==> src/rtl/fetch_pkg.sv <==
// Shared types and defaults for the instruction fetch controller.
// Holds the controller state encoding and the fetch address legality rule.
package fetch_pkg;

    typedef enum logic [1:0] {
        ST_FETCH  = 2'd0,
        ST_HALTED = 2'd1,
        ST_FAULT  = 2'd2
    } state_e;

    localparam logic [31:0] RESET_PC_DEFAULT  = 32'h0000_0000;
    localparam int unsigned MEM_WORDS_DEFAULT = 37;

    function automatic logic pc_legal(input logic [31:0] pc,
                                      input int unsigned words);
        return (pc[1:0] == 2'b00) && ({2'b00, pc[31:2]} < words);
    endfunction

endpackage

==> src/rtl/fetch_fifo2.sv <==
// Two-entry {pc, instr} queue with a registered head entry.
// Flush wins over push and pop; push into a full queue needs a pop in the same cycle.
module fetch_fifo2 (
    input  logic        clk,
    input  logic        reset,
    input  logic        push_i,
    input  logic        pop_i,
    input  logic        flush_i,
    input  logic [63:0] data_i,
    output logic [63:0] head_o,
    output logic        valid_o,
    output logic [1:0]  count_o
);

    logic [63:0] head_q, head_d;
    logic [63:0] tail_q, tail_d;
    logic [1:0]  count_q, count_d;
    logic        pop, push;

    assign pop  = pop_i && (count_q != 2'd0);
    assign push = push_i && ((count_q != 2'd2) || pop);

    always_comb begin
        head_d  = head_q;
        tail_d  = tail_q;
        count_d = count_q;
        if (flush_i) begin
            count_d = 2'd0;
        end else begin
            case ({push, pop})
                2'b10: begin
                    if (count_q == 2'd0) head_d = data_i;
                    else                 tail_d = data_i;
                    count_d = count_q + 2'd1;
                end
                2'b01: begin
                    head_d  = tail_q;
                    count_d = count_q - 2'd1;
                end
                2'b11: begin
                    // Order is kept: the new word goes behind whatever remains.
                    if (count_q == 2'd1) begin
                        head_d = data_i;
                    end else begin
                        head_d = tail_q;
                        tail_d = data_i;
                    end
                end
                default: ;
            endcase
        end
    end

    always_ff @(posedge clk) begin
        if (reset) begin
            head_q  <= '0;
            tail_q  <= '0;
            count_q <= 2'd0;
        end else begin
            head_q  <= head_d;
            tail_q  <= tail_d;
            count_q <= count_d;
        end
    end

    assign head_o  = head_q;
    assign valid_o = (count_q != 2'd0);
    assign count_o = count_q;

endmodule

==> src/rtl/fetch_controller.sv <==
// Instruction fetch controller: PC sequencing, redirect, halt and fault handling.
// Decode sees only the registered FIFO head, never imem_instr directly.
module fetch_controller
    import fetch_pkg::*;
#(
    parameter logic [31:0] RESET_PC  = RESET_PC_DEFAULT,
    parameter int unsigned MEM_WORDS = MEM_WORDS_DEFAULT
) (
    input  logic        clk,
    input  logic        reset,
    output logic [31:0] imem_pc,
    input  logic [31:0] imem_instr,
    input  logic        redirect_valid,
    input  logic [31:0] redirect_pc,
    input  logic        halt,
    output logic        if_valid,
    input  logic        if_ready,
    output logic [31:0] if_instr,
    output logic [31:0] if_pc,
    output logic        fault
);

    state_e      state_q, state_d;
    logic [31:0] pc_q, pc_d;
    logic        push, flush, deq, room;
    logic [1:0]  count;
    logic [63:0] head;

    assign deq  = if_valid && if_ready;
    assign room = (count != 2'd2) || deq;

    always_comb begin
        state_d = state_q;
        pc_d    = pc_q;
        push    = 1'b0;
        flush   = 1'b0;
        case (state_q)
            ST_FETCH: begin
                if (redirect_valid) begin
                    flush = 1'b1;
                    pc_d  = redirect_pc;
                end else if (halt) begin
                    state_d = ST_HALTED;
                end else if (room) begin
                    if (pc_legal(pc_q, MEM_WORDS)) begin
                        push = 1'b1;
                        pc_d = pc_q + 32'd4;
                    end else begin
                        state_d = ST_FAULT;
                    end
                end
            end
            ST_HALTED: begin
                if (redirect_valid) begin
                    flush   = 1'b1;
                    pc_d    = redirect_pc;
                    state_d = ST_FETCH;
                end else if (!halt) begin
                    state_d = ST_FETCH;
                end
            end
            // Only reset leaves FAULT; the queue keeps draining.
            ST_FAULT: ;
            default: state_d = ST_FETCH;
        endcase
    end

    always_ff @(posedge clk) begin
        if (reset) begin
            state_q <= ST_FETCH;
            pc_q    <= RESET_PC;
        end else begin
            state_q <= state_d;
            pc_q    <= pc_d;
        end
    end

    fetch_fifo2 u_fifo (
        .clk     (clk),
        .reset   (reset),
        .push_i  (push),
        .pop_i   (deq),
        .flush_i (flush),
        .data_i  ({pc_q, imem_instr}),
        .head_o  (head),
        .valid_o (if_valid),
        .count_o (count)
    );

    assign imem_pc  = pc_q;
    assign if_pc    = head[63:32];
    assign if_instr = head[31:0];
    assign fault    = (state_q == ST_FAULT);

endmodule

==> config.mk <==
export PLATFORM = sky130hd
export DESIGN_NAME = fetch_controller
export DESIGN_NICKNAME = d
export VERILOG_FILES = /design/src/rtl/fetch_pkg.sv /design/src/rtl/fetch_fifo2.sv /design/src/rtl/fetch_controller.sv
export SDC_FILE = /design/constraint.sdc
export NUM_CORES = 1
export LEC_CHECK = 0
export BUFFER_PORTS_ARGS = -buffer_cell sky130_fd_sc_hd__buf_2
export CORE_UTILIZATION = 56
export CTS_BUF_LIST = sky130_fd_sc_hd__clkbuf_2
export DETAILED_ROUTE_END_ITERATION = 8
export GPL_ROUTABILITY_DRIVEN = 0
export PLACE_DENSITY_LB_ADDON = 0.12
export SLEW_MARGIN = 10
export SYNTH_ARGS = -nofsm -noshare
export SYNTH_HDL_FRONTEND = slang
export SYNTH_SLANG_ARGS = --single-unit
export TNS_END_PERCENT = 30
==> constraint.sdc <==
create_clock -name clk -period 3.74 [get_ports clk]
set_input_delay 0.374 -clock clk [delete_from_list [all_inputs] [get_ports clk]]
set_output_delay 0.374 -clock clk [all_outputs]
set_load 0.01 [all_outputs]
## Yosys cells after proc, flatten, opt, wreduce, memory -nomap -nowiden

Index checks and enable logic that the tools add are counted.

- Register bits after elaboration: 164
- Output and inout bits: 98
- Logic and storage cells: 76

- $add $sub $neg: 3
- Order comparisons: 1
- Equal/unequal tests: 18
- Mux-type cells: 27
- Bitwise operators: 2
- Reductions and logical operators: 20

Operator list:

| kind | count |
|---|---|
| 64-bit two-way mux | 4 |
| 64-bit one-hot mux with 3 select lines | 1 |
| 32-bit two-way mux | 5 |
| 64-bit one-hot mux with 2 select lines | 1 |
| 32-bit one-hot mux with 2 select lines | 1 |
| 32-bit by 3-bit adder with 32-bit output (second input constant) | 1 |
| 30-bit by 6-bit < comparator with 1-bit output (second input constant) | 1 |
| 3-bit inequality test (second input constant) | 6 |
| 2-bit two-way mux | 6 |
| 2-bit inequality test (second input constant) | 5 |
| 5-bit AND reduction | 2 |
| 2-bit nonzero test | 4 |
| 1-bit two-way mux | 7 |
| 2-bit by 1-bit == test with 1-bit output (second input constant) | 3 |
| 2-bit == test (second input constant) | 3 |
| 2-bit logical NOT | 3 |
| 2-bit one-hot mux with 3 select lines | 1 |
| 1-bit logical AND | 4 |
| 2-bit one-hot mux with 2 select lines | 1 |
| 4-bit AND reduction | 1 |
| 2-bit OR reduction | 2 |
| 3-bit AND reduction | 1 |
| 3-bit nonzero test | 1 |
| 2-bit by 1-bit adder with 2-bit output (second input constant) | 1 |
| 4 further kinds | 6 |

## Logic depth before layout (Yosys ltp)

Gate-level depths: netlist of the first run.

- Depth after elaboration: 11
- Mapped depth: 15
- Depth with buffers taken out: 13

## By module

A second synthesis of the first run with hierarchy kept.

- Cells, all modules: 907
- Area total of the unflattened synthesis: 7170.6 um^2

By module, submodules not included:

| module | times used | cells each | area an instance (um^2) |
|---|---|---|---|
| fetch_fifo2 | 1 | 659 | 5246.3 |
| fetch_controller | 1 | 248 | 1924.3 |

## Worst setup path before layout of the first run

OpenSTA, ideal clock, no wires.

- Path kind: register to register
- Start point: reg u_fifo.count_q[0] (netlist: u_fifo.count_o[0])
- End point: reg u_fifo.head_q[51] (netlist: u_fifo.head_o[51])
- Library setup time: 74 ps
- Arrival: 2686 ps
- Required time: 3666 ps
- Setup slack: 979 ps
- Cell stages (with the launch flop): 15
- Buffers on the path: 1
- Clock period less this slack: 2761 ps
- Path through: dfxtp_1 -> inv_1 -> ha_1 -> inv_1 -> nand2_1 -> a21oi_1 -> nor2b_1 -> nand2_1 -> inv_1 -> ha_1 -> a21oi_1 -> nor2_1 -> clkbuf_1 -> a221oi_1 -> nor3_2

- Cells in the longest elaborated chain, start to end: 11

RTL lines:

| element | line | source |
|---|---|---|
| start, declared | fetch_fifo2.sv:17 | `logic [1:0] count_q, count_d;` |
| start signal, assigned | fetch_fifo2.sv:62 | `count_q <= count_d;` |
| 2-bit nonzero test * | fetch_fifo2.sv:67 | `assign valid_o = (count_q != 2'd0);` |
| named net if_valid | fetch_controller.sv:16 | `output logic if_valid,` |
| 1-bit logical AND | fetch_controller.sv:29 | `assign deq = if_valid && if_ready;` |
| 1-bit logical OR | fetch_controller.sv:30 | `assign room = (count != 2'd2) \|\| deq;` |
| 1-bit two-way mux | fetch_controller.sv:44 | `end else if (room) begin` |
| 1-bit two-way mux | fetch_controller.sv:42 | `end else if (halt) begin` |
| 1-bit two-way mux | fetch_controller.sv:39 | `if (redirect_valid) begin` |
| 1-bit two-way mux | fetch_controller.sv:37 | `case (state_q)` |
| 1-bit logical AND | fetch_fifo2.sv:21 | `assign push = push_i && ((count_q != 2'd2) \|\| pop);` |
| 2-bit == test or 2-bit by 1-bit == test with 1-bit output (tied branches) | fetch_fifo2.sv:30 | `case ({push, pop})` |
| 2-bit by 1-bit inequality test with 1-bit output (no line) or 3-bit nonzero test (tied branches) | -- |  |
| 3-bit AND reduction (no line) | -- |  |
| end signal, assigned | fetch_fifo2.sv:56 | `head_q <= '0;` |
| end signal, assigned | fetch_fifo2.sv:60 | `head_q <= head_d;` |
| end, declared | fetch_fifo2.sv:15 | `logic [63:0] head_q, head_d;` |

The timed path passes the listed nets; every way through them passes the cells marked *.
A chain may end at the register's enable or synchronous reset.

## Worst setup path after layout of the first run

- Start point: reg pc_q[28] (netlist: imem_pc[28])
- End point: reg u_fifo.head_q[13] (netlist: u_fifo.head_o[13])

- Cells in the longest elaborated chain, start to end: 11

RTL lines:

| element | line | source |
|---|---|---|
| start, declared | fetch_controller.sv:24 | `logic [31:0] pc_q, pc_d;` |
| start signal, assigned | fetch_controller.sv:74 | `pc_q <= pc_d;` |
| 30-bit by 6-bit < comparator with 1-bit output * | fetch_pkg.sv:16 | `return (pc[1:0] == 2'b00) && ({2'b00, pc[31:2]} < words);` |
| 1-bit logical AND * | fetch_pkg.sv:16 |  |
| 1-bit two-way mux * | fetch_controller.sv:45 | `if (pc_legal(pc_q, MEM_WORDS)) begin` |
| 1-bit two-way mux * | fetch_controller.sv:44 |  |
| 1-bit two-way mux * | fetch_controller.sv:42 |  |
| 1-bit two-way mux * | fetch_controller.sv:39 |  |
| 1-bit two-way mux * | fetch_controller.sv:37 |  |
| 1-bit logical AND * | fetch_fifo2.sv:21 |  |
| 2-bit == test or 2-bit by 1-bit == test with 1-bit output (tied branches) | fetch_fifo2.sv:30 |  |
| 2-bit by 1-bit inequality test with 1-bit output (no line) or 3-bit nonzero test (tied branches) | -- |  |
| 3-bit AND reduction (no line) | -- |  |

Mark *: on every way between the ends. The rest lies on a longest branch, timed or not.

==> results of run 1 <==
-- cells by family (layout without fill, tap and decap cells) --
logic type	after synthesis	after routing
buffers and inverters	81	290
flip-flops	164	164
adder cells (fa/ha/maj)	8	8
AO/OA/AOI/OAI	197	197
multiplexers	3	3
XOR/XNOR	2	2
AND/OR/NAND/NOR	385	385
-- Yosys cell counts, drive strengths merged, types with 2 or more instances --
| library cell | instances | area (sq um) |
|---|---|---|
| clkbuf | 49 | 184 |
| nand2 | 166 | 623 |
| o21ai | 7 | 35.0 |
| o22ai | 5 | 31.3 |
| nor2b | 5 | 31.3 |
| dfxtp | 164 | 3280 |
| and3 | 3 | 18.8 |
| a311oi | 2 | 23.8 |
| a221oi | 64 | 592 |
| a32o | 2 | 20.0 |
| nand4 | 6 | 43.8 |
| nor4b | 4 | 41.3 |
| nor2 | 97 | 367 |
| inv | 10 | 37.5 |
| ha | 8 | 100 |
| a211oi | 11 | 82.6 |
| nor4 | 7 | 71.3 |
| nand3 | 17 | 85.1 |
| o31ai | 9 | 67.6 |
| nand2b | 2 | 12.5 |
| buf | 22 | 186 |
| mux2i | 3 | 30.0 |
| nor3 | 69 | 646 |
| or2 | 4 | 25.0 |
| a22oi | 8 | 60.1 |
| xor2 | 2 | 17.5 |
| a21oi | 77 | 385 |
| nand3b | 2 | 15.0 |
| or3 | 2 | 12.5 |
| a2bb2oi | 2 | 17.5 |
-- stage by stage --
stage	worst slack (ns)	util	hold WS (ns)	std cells	area (sq um)
after floorplan	0.979	-	0.430	840	7240
after global placement	0.710	0.643	0.442	1126	8120
after detailed placement	0.621	0.643	0.449	1126	8120
after CTS	0.585	0.710	0.000558	1221	8960
after global routing	0.205	0.710	0.0471	1221	8960
final	0.458	0.710	0.0661	1221	8960
-- worst register-to-register path: stages (launching register included) --
cell and delay, ns:
dfxtp_1 0.44, nor4_1 0.50, nand4_2 0.23, nor4_4 0.36, nand2_1 0.11, inv_1 0.08
ha_1 0.27, a21oi_1 0.16, nor2_4 0.34, buf_4 0.38, a221oi_1 0.18, nor3_2 0.17
-- state kept, by name, summed over array words and instances (netlist names) --
signal / flops
imem_pc: 32
u_fifo.tail_q: 64
u_fifo.head_o: 64
u_fifo.count_o: 2
state_q: 2
-- final cells by class --
type	instances	area, sq um	share of cell area
multi-input combinational	595	3580	0.399
sequential	164	3280	0.366
timing repair buffer	248	1640	0.182
tap	172	215	0.0240
clock inverter	12	114	0.0127
clock buffer	20	100	0.0112
inverter	10	37.5	0.00419
-- power breakdown --
group	switching, uW	internal, uW	total (uW)
Sequential	61.2	1790	1850
Combinational	191	153	344
Clock	596	304	900
-- per-layer routing --
metal / global-route usage / wire (um) / vias to the layer above
met5: 0 / 0 / -
li1: - / - / 3385
met3: 0.0607 / 1520 / 44
met1: 0.422 / 9110 / 3316
met2: 0.484 / 9380 / 315
met4: 0.116 / 431 / 0
-- cell usage in the layout, fill, tap and decap left out, types with 3 or more instances in the layout --
cell type and n:
a211oi_1 11, a21oi_1 77, a221oi_1 59, a221oi_2 5
a22oi_1 8, and3_1 3, buf_2 165, buf_4 17
clkbuf_2 20, clkinv_2 6, dfxtp_1 164, dlygate4sd3_1 63
ha_1 8, inv_1 10, mux2i_1 3, nand2_1 165
nand3_1 17, nand4_1 5, nor2_1 95, nor2b_1 5
nor3_1 9, nor3_2 60, nor4_1 4, nor4b_1 3
o21ai_0 7, o22ai_1 5, o31ai_1 9, or2_2 4
-- worst paths after layout --
check	end	slack, ns	cells after the start
worst max register to register	u_fifo.head_o[13]	0.46	11
worst min-delay path	imem_pc[4]	0.07	4
worst max-delay path	u_fifo.head_o[13]	0.46	11
worst min register to register	u_fifo.tail_q[23]	0.47	2
==> metrics.cfg, run 1 <==
[route]
drt_iter0_markers=784
drc=0
num_vias=7060
via_per_inst=5.78
antenna_left=0
post_drt_wl_per_cell_um=16.7
drt-total-wl_um=20400
dr.pass1.iters=6

[timing]
drv_slew=0
setup_violations=0
max_slew_margin=0.384
fmax_mhz=305
rsz0062_at_grt=false
tns_ns=0
worst_slew_pin_slew_ns=0.925
hold_viol_final=0
finalClockSkew_ns=0.0295
min_period_ns=3.28
fin_crit_sh=0.878

[synthesis]
netlist_area_sq_um=7240
synth-simple-area-share=0.276
yosysUniqueCellTypes=53
synth_ff_type=dfxtp_1
synth-adder-area-share=0.0138
synth_warnings=0
syn-num-nets=917
synth_edf_count=0
synth-xor-area-share=0.00242
synth_top_family_by_area=simple AND/OR/NAND/NOR gates
avgSynthCellArea_sq_um=8.62
synthMuxAreaShare=0.00415
synthCells=840
ys_seq_area_frac=0.454
async_flop_share=0
ys_ff_latch=164
synth_compound_area_frac=0.193

[flow_run]
cap_violations=0

[power_and_ir_drop]
total_power_uw=3090
cellLeakagePower_uw=0.00364
ir_worst_vdd_uv=224
power_density_nw_per_um2=345

[die]
io-pin-count=167
row_count=41
core_sq_um=12600
die_w_um=116
initial_utilization=0.573
die_y_um=116
die_area_sq_um=13400

[clock_tree]
cts.sinks=164
insertion_delay_ns=0.73
h-tree-depth=4
path_clk_slew_ns=0.20
post_cts_buffers=0
ctsHoldBuffers=63
root_buffer=clkbuf_2
numCtsBuffers=17
clock_path_buffers=2
tritoncts=done
cts-resized-gates=0

[worst_hold_path]
worstHoldStart=redirect_pc[4]
holdCritPathClass=in -> reg

[placed_design]
hpwl_um=12800
io_buffers=166

[setup_path]
r2r_start=imem_pc[28]
crit_path_start_kind=flip-flop
worst_setup_path_end_kind=flip-flop
startpoint=imem_pc[28]
crit_family=simple AND/OR/NAND/NOR gates
crit_slowest_cell=nor4_1
max_stage_delay_ns=0.50
path_max_fanout=27
path_cells=nor4_1 -> nand4_2 -> nor4_4 -> nand2_1 -> inv_1 -> ha_1 -> a21oi_1 -> nor2_4 -> buf_4 -> a221oi_1 -> nor3_2
critical_path_class=reg -> reg
worstPathArrival_ns=3.95
worst-path-buf-inv=2
worstPathRequired_ns=4.40

[layout]
fin_nets=1113
antenna_cells=0
syn_to_final_growth_pct=23.9
layout-drive-gt1-share=0.281
n_fill_cell=1062

[run_status]
status=finished, final reports clean

[global_route]
grt_max_degree=83
antenna_found_initial=0
grt_pass1_vias=6333
grt_use_total=0.309
overflow=0
grt_pass1_wl_um=32000

Power figures use the tool's default switching activity.
==> run 2, diff against run 1 <==
- CORE_UTILIZATION: 56 -> 55
- PLACE_DENSITY_LB_ADDON: 0.12 -> 0.1
==> metrics.cfg, run 2 (synthesized netlist as in run 1, its figures left out) <==
[setup_path]
path_max_fanout=40  ; +48%
crit_slowest_cell=o2111ai_4
r2r_cells=13  ; +2
worstPathArrival_ns=3.95  ; about the same
critical_path_class=reg -> reg
worstPathRequired_ns=4.35  ; -0.05 ns
max_stage_delay_ns=0.61  ; +0.11 ns
path_cells=inv_1 -> ha_1 -> inv_1 -> nand2_1 -> a21oi_1 -> nor2b_1 -> nand2_1 -> inv_1 -> ha_1 -> o2111ai_4 -> buf_12 -> nand2_1 -> a21oi_1
worst_setup_path_end_kind=flip-flop
crit_path_start_kind=flip-flop

[clock_tree]
path_clk_slew_ns=0.21  ; about the same
clock_path_buffers=2  ; unchanged
tritoncts=done
h-tree-depth=4  ; unchanged
numCtsBuffers=17  ; unchanged
root_buffer=clkbuf_2
cts.sinks=164  ; unchanged
insertion_delay_ns=0.74  ; about the same
post_cts_buffers=0  ; unchanged

[timing]
timing.hold.ws_ns=0.0928  ; +0.0267 ns
hold_viol_final=0  ; unchanged
finalClockSkew_ns=0.0358  ; +0.00623 ns
fin_ws_ns=0.395  ; -0.0628 ns
rsz0062_at_grt=false
setup_violations=0  ; unchanged
fmax_mhz=299  ; -1.9%
fin_crit_sh=0.894  ; +0.0168
min_period_ns=3.35  ; +0.0628 ns
tns_ns=0  ; unchanged
worst_slew_pin_slew_ns=1.17  ; +0.248 ns
drv_slew=0  ; unchanged
max_slew_margin=0.218  ; -0.165

[layout]
final_cell_mix=165 x nand2_1, 165 x buf_2, 164 x dfxtp_1
fin_cells=1222  ; +0.082%
fin_nets=1112  ; -0.090%
syn_to_final_growth_pct=24.9
layout-drive-gt1-share=0.278  ; -0.00355

[flow_run]
cap_violations=0  ; unchanged

[global_route]
grt_max_degree=111  ; +34%
use_met1=0.392  ; -0.0297
grt-busiest-layer=met2
antenna_found_initial=1  ; +1
grt_use_total=0.311  ; +0.00237
met3_usage=0.0649  ; +0.00420
grt_pass1_vias=6627  ; +4.6%
grt_pass1_wl_um=32800  ; +2.5%
grtUsageMet2=0.512  ; +0.0278
overflow=0  ; unchanged

[die]
row_count=41  ; unchanged
initial_utilization=0.569  ; -0.00462
die_area_sq_um=13600  ; +1.8%
io-pin-count=167  ; unchanged
core_sq_um=12700  ; +0.81%
die_y_um=117  ; +0.89%
die_w_um=117  ; +0.89%

[route]
drt_iter0_markers=693  ; -12%
num_vias=7171  ; +1.6%
antenna_left=0  ; unchanged
drt-total-wl_um=20900  ; +2.1%
via_per_inst=5.87  ; +1.5%
drc=0  ; unchanged
post_drt_wl_per_cell_um=17.1  ; +2.0%
dr.pass1.iters=7  ; +1

[worst_hold_path]
holdCritPathClass=in -> reg
hold_path_depth=4  ; unchanged

[placed_design]
hpwl_um=13000  ; +1.4%
pre_cts_ws_ns=0.267  ; -0.354 ns
placed_cells=1121  ; -0.44%
io_buffers=166  ; unchanged

[power_and_ir_drop]
total_power_uw=3230  ; +4.6%
ir_worst_vdd_uv=275  ; +23%
power_density_nw_per_um2=358  ; +3.8%
cellLeakagePower_uw=0.00365  ; +0.47%

[run_status]
status=finished, final reports clean

run 2: cell count changes in the layout (fill, tap and decap cells not counted), sizes merged:
cell	previous run	this run
bufinv	2	4
diode	0	2
clkinv	9	6
buf	185	181
dlygate4sd3	63	66
clkbuf	20	21
run 2: power breakdown:
part / internal, uW / switching (uW)
clock network: 444 / 597
registers: 1790 / 62.1
logic: 154 / 190
total: 2380 / 850
run 2: path summary, 6_finish.rpt:
check	from	end	slack [ns]
min	halt	imem_pc[4]	0.09
min reg2reg	u_fifo.tail_q[23]	u_fifo.tail_q[23]	0.47
max reg2reg	u_fifo.count_o[0]	u_fifo.tail_q[8]	0.39
max	u_fifo.count_o[0]	u_fifo.tail_q[8]	0.39
run 2: critical path, delay by kind of cell, from the launching register on:
kind | cells | cell delay (ns)
adders and majority gates | 2 | 0.47
AOI/OAI and AO/OA | 3 | 1.02
and+or+nand+nor | 4 | 0.59
DFF | 1 | 0.42
buffers and inverters | 4 | 0.70
run 2: cell type report:
class | instances | area [sq um]
Multi-Input combinational cell | 595 | 3580
Clock inverter | 11 | 159
Timing Repair Buffer | 247 | 1650
Fill cell | 1036 | 3680
Sequential cell | 164 | 3280
Clock buffer | 21 | 105
Inverter | 10 | 37.5
Antenna cell | 2 | 5.00
Tap cell | 172 | 215
run 2: through the flow:
stage          cell area (sq um)   util
6_report                    9040  0.710
5_1_grt                     9030  0.710
4_1_cts                     9010  0.708
3_5_place_dp                8080  0.635
3_3_place_gp                8080  0.635
2_1_floorplan               7240      -
run 2: timing repair:
action	CTS	global route
hold endpoints to repair	97	0
setup endpoints to repair	0	21
hold buffers	66	0
gates resized for setup	0	1
run 2: metal layers:
| layer | vias to the layer above | share of wire |
|---|---|---|
| met5 | - | 0 |
| met4 | 0 | 0.025 |
| met3 | 46 | 0.076 |
| met2 | 353 | 0.49 |
| met1 | 3383 | 0.41 |
| li1 | 3389 | - |
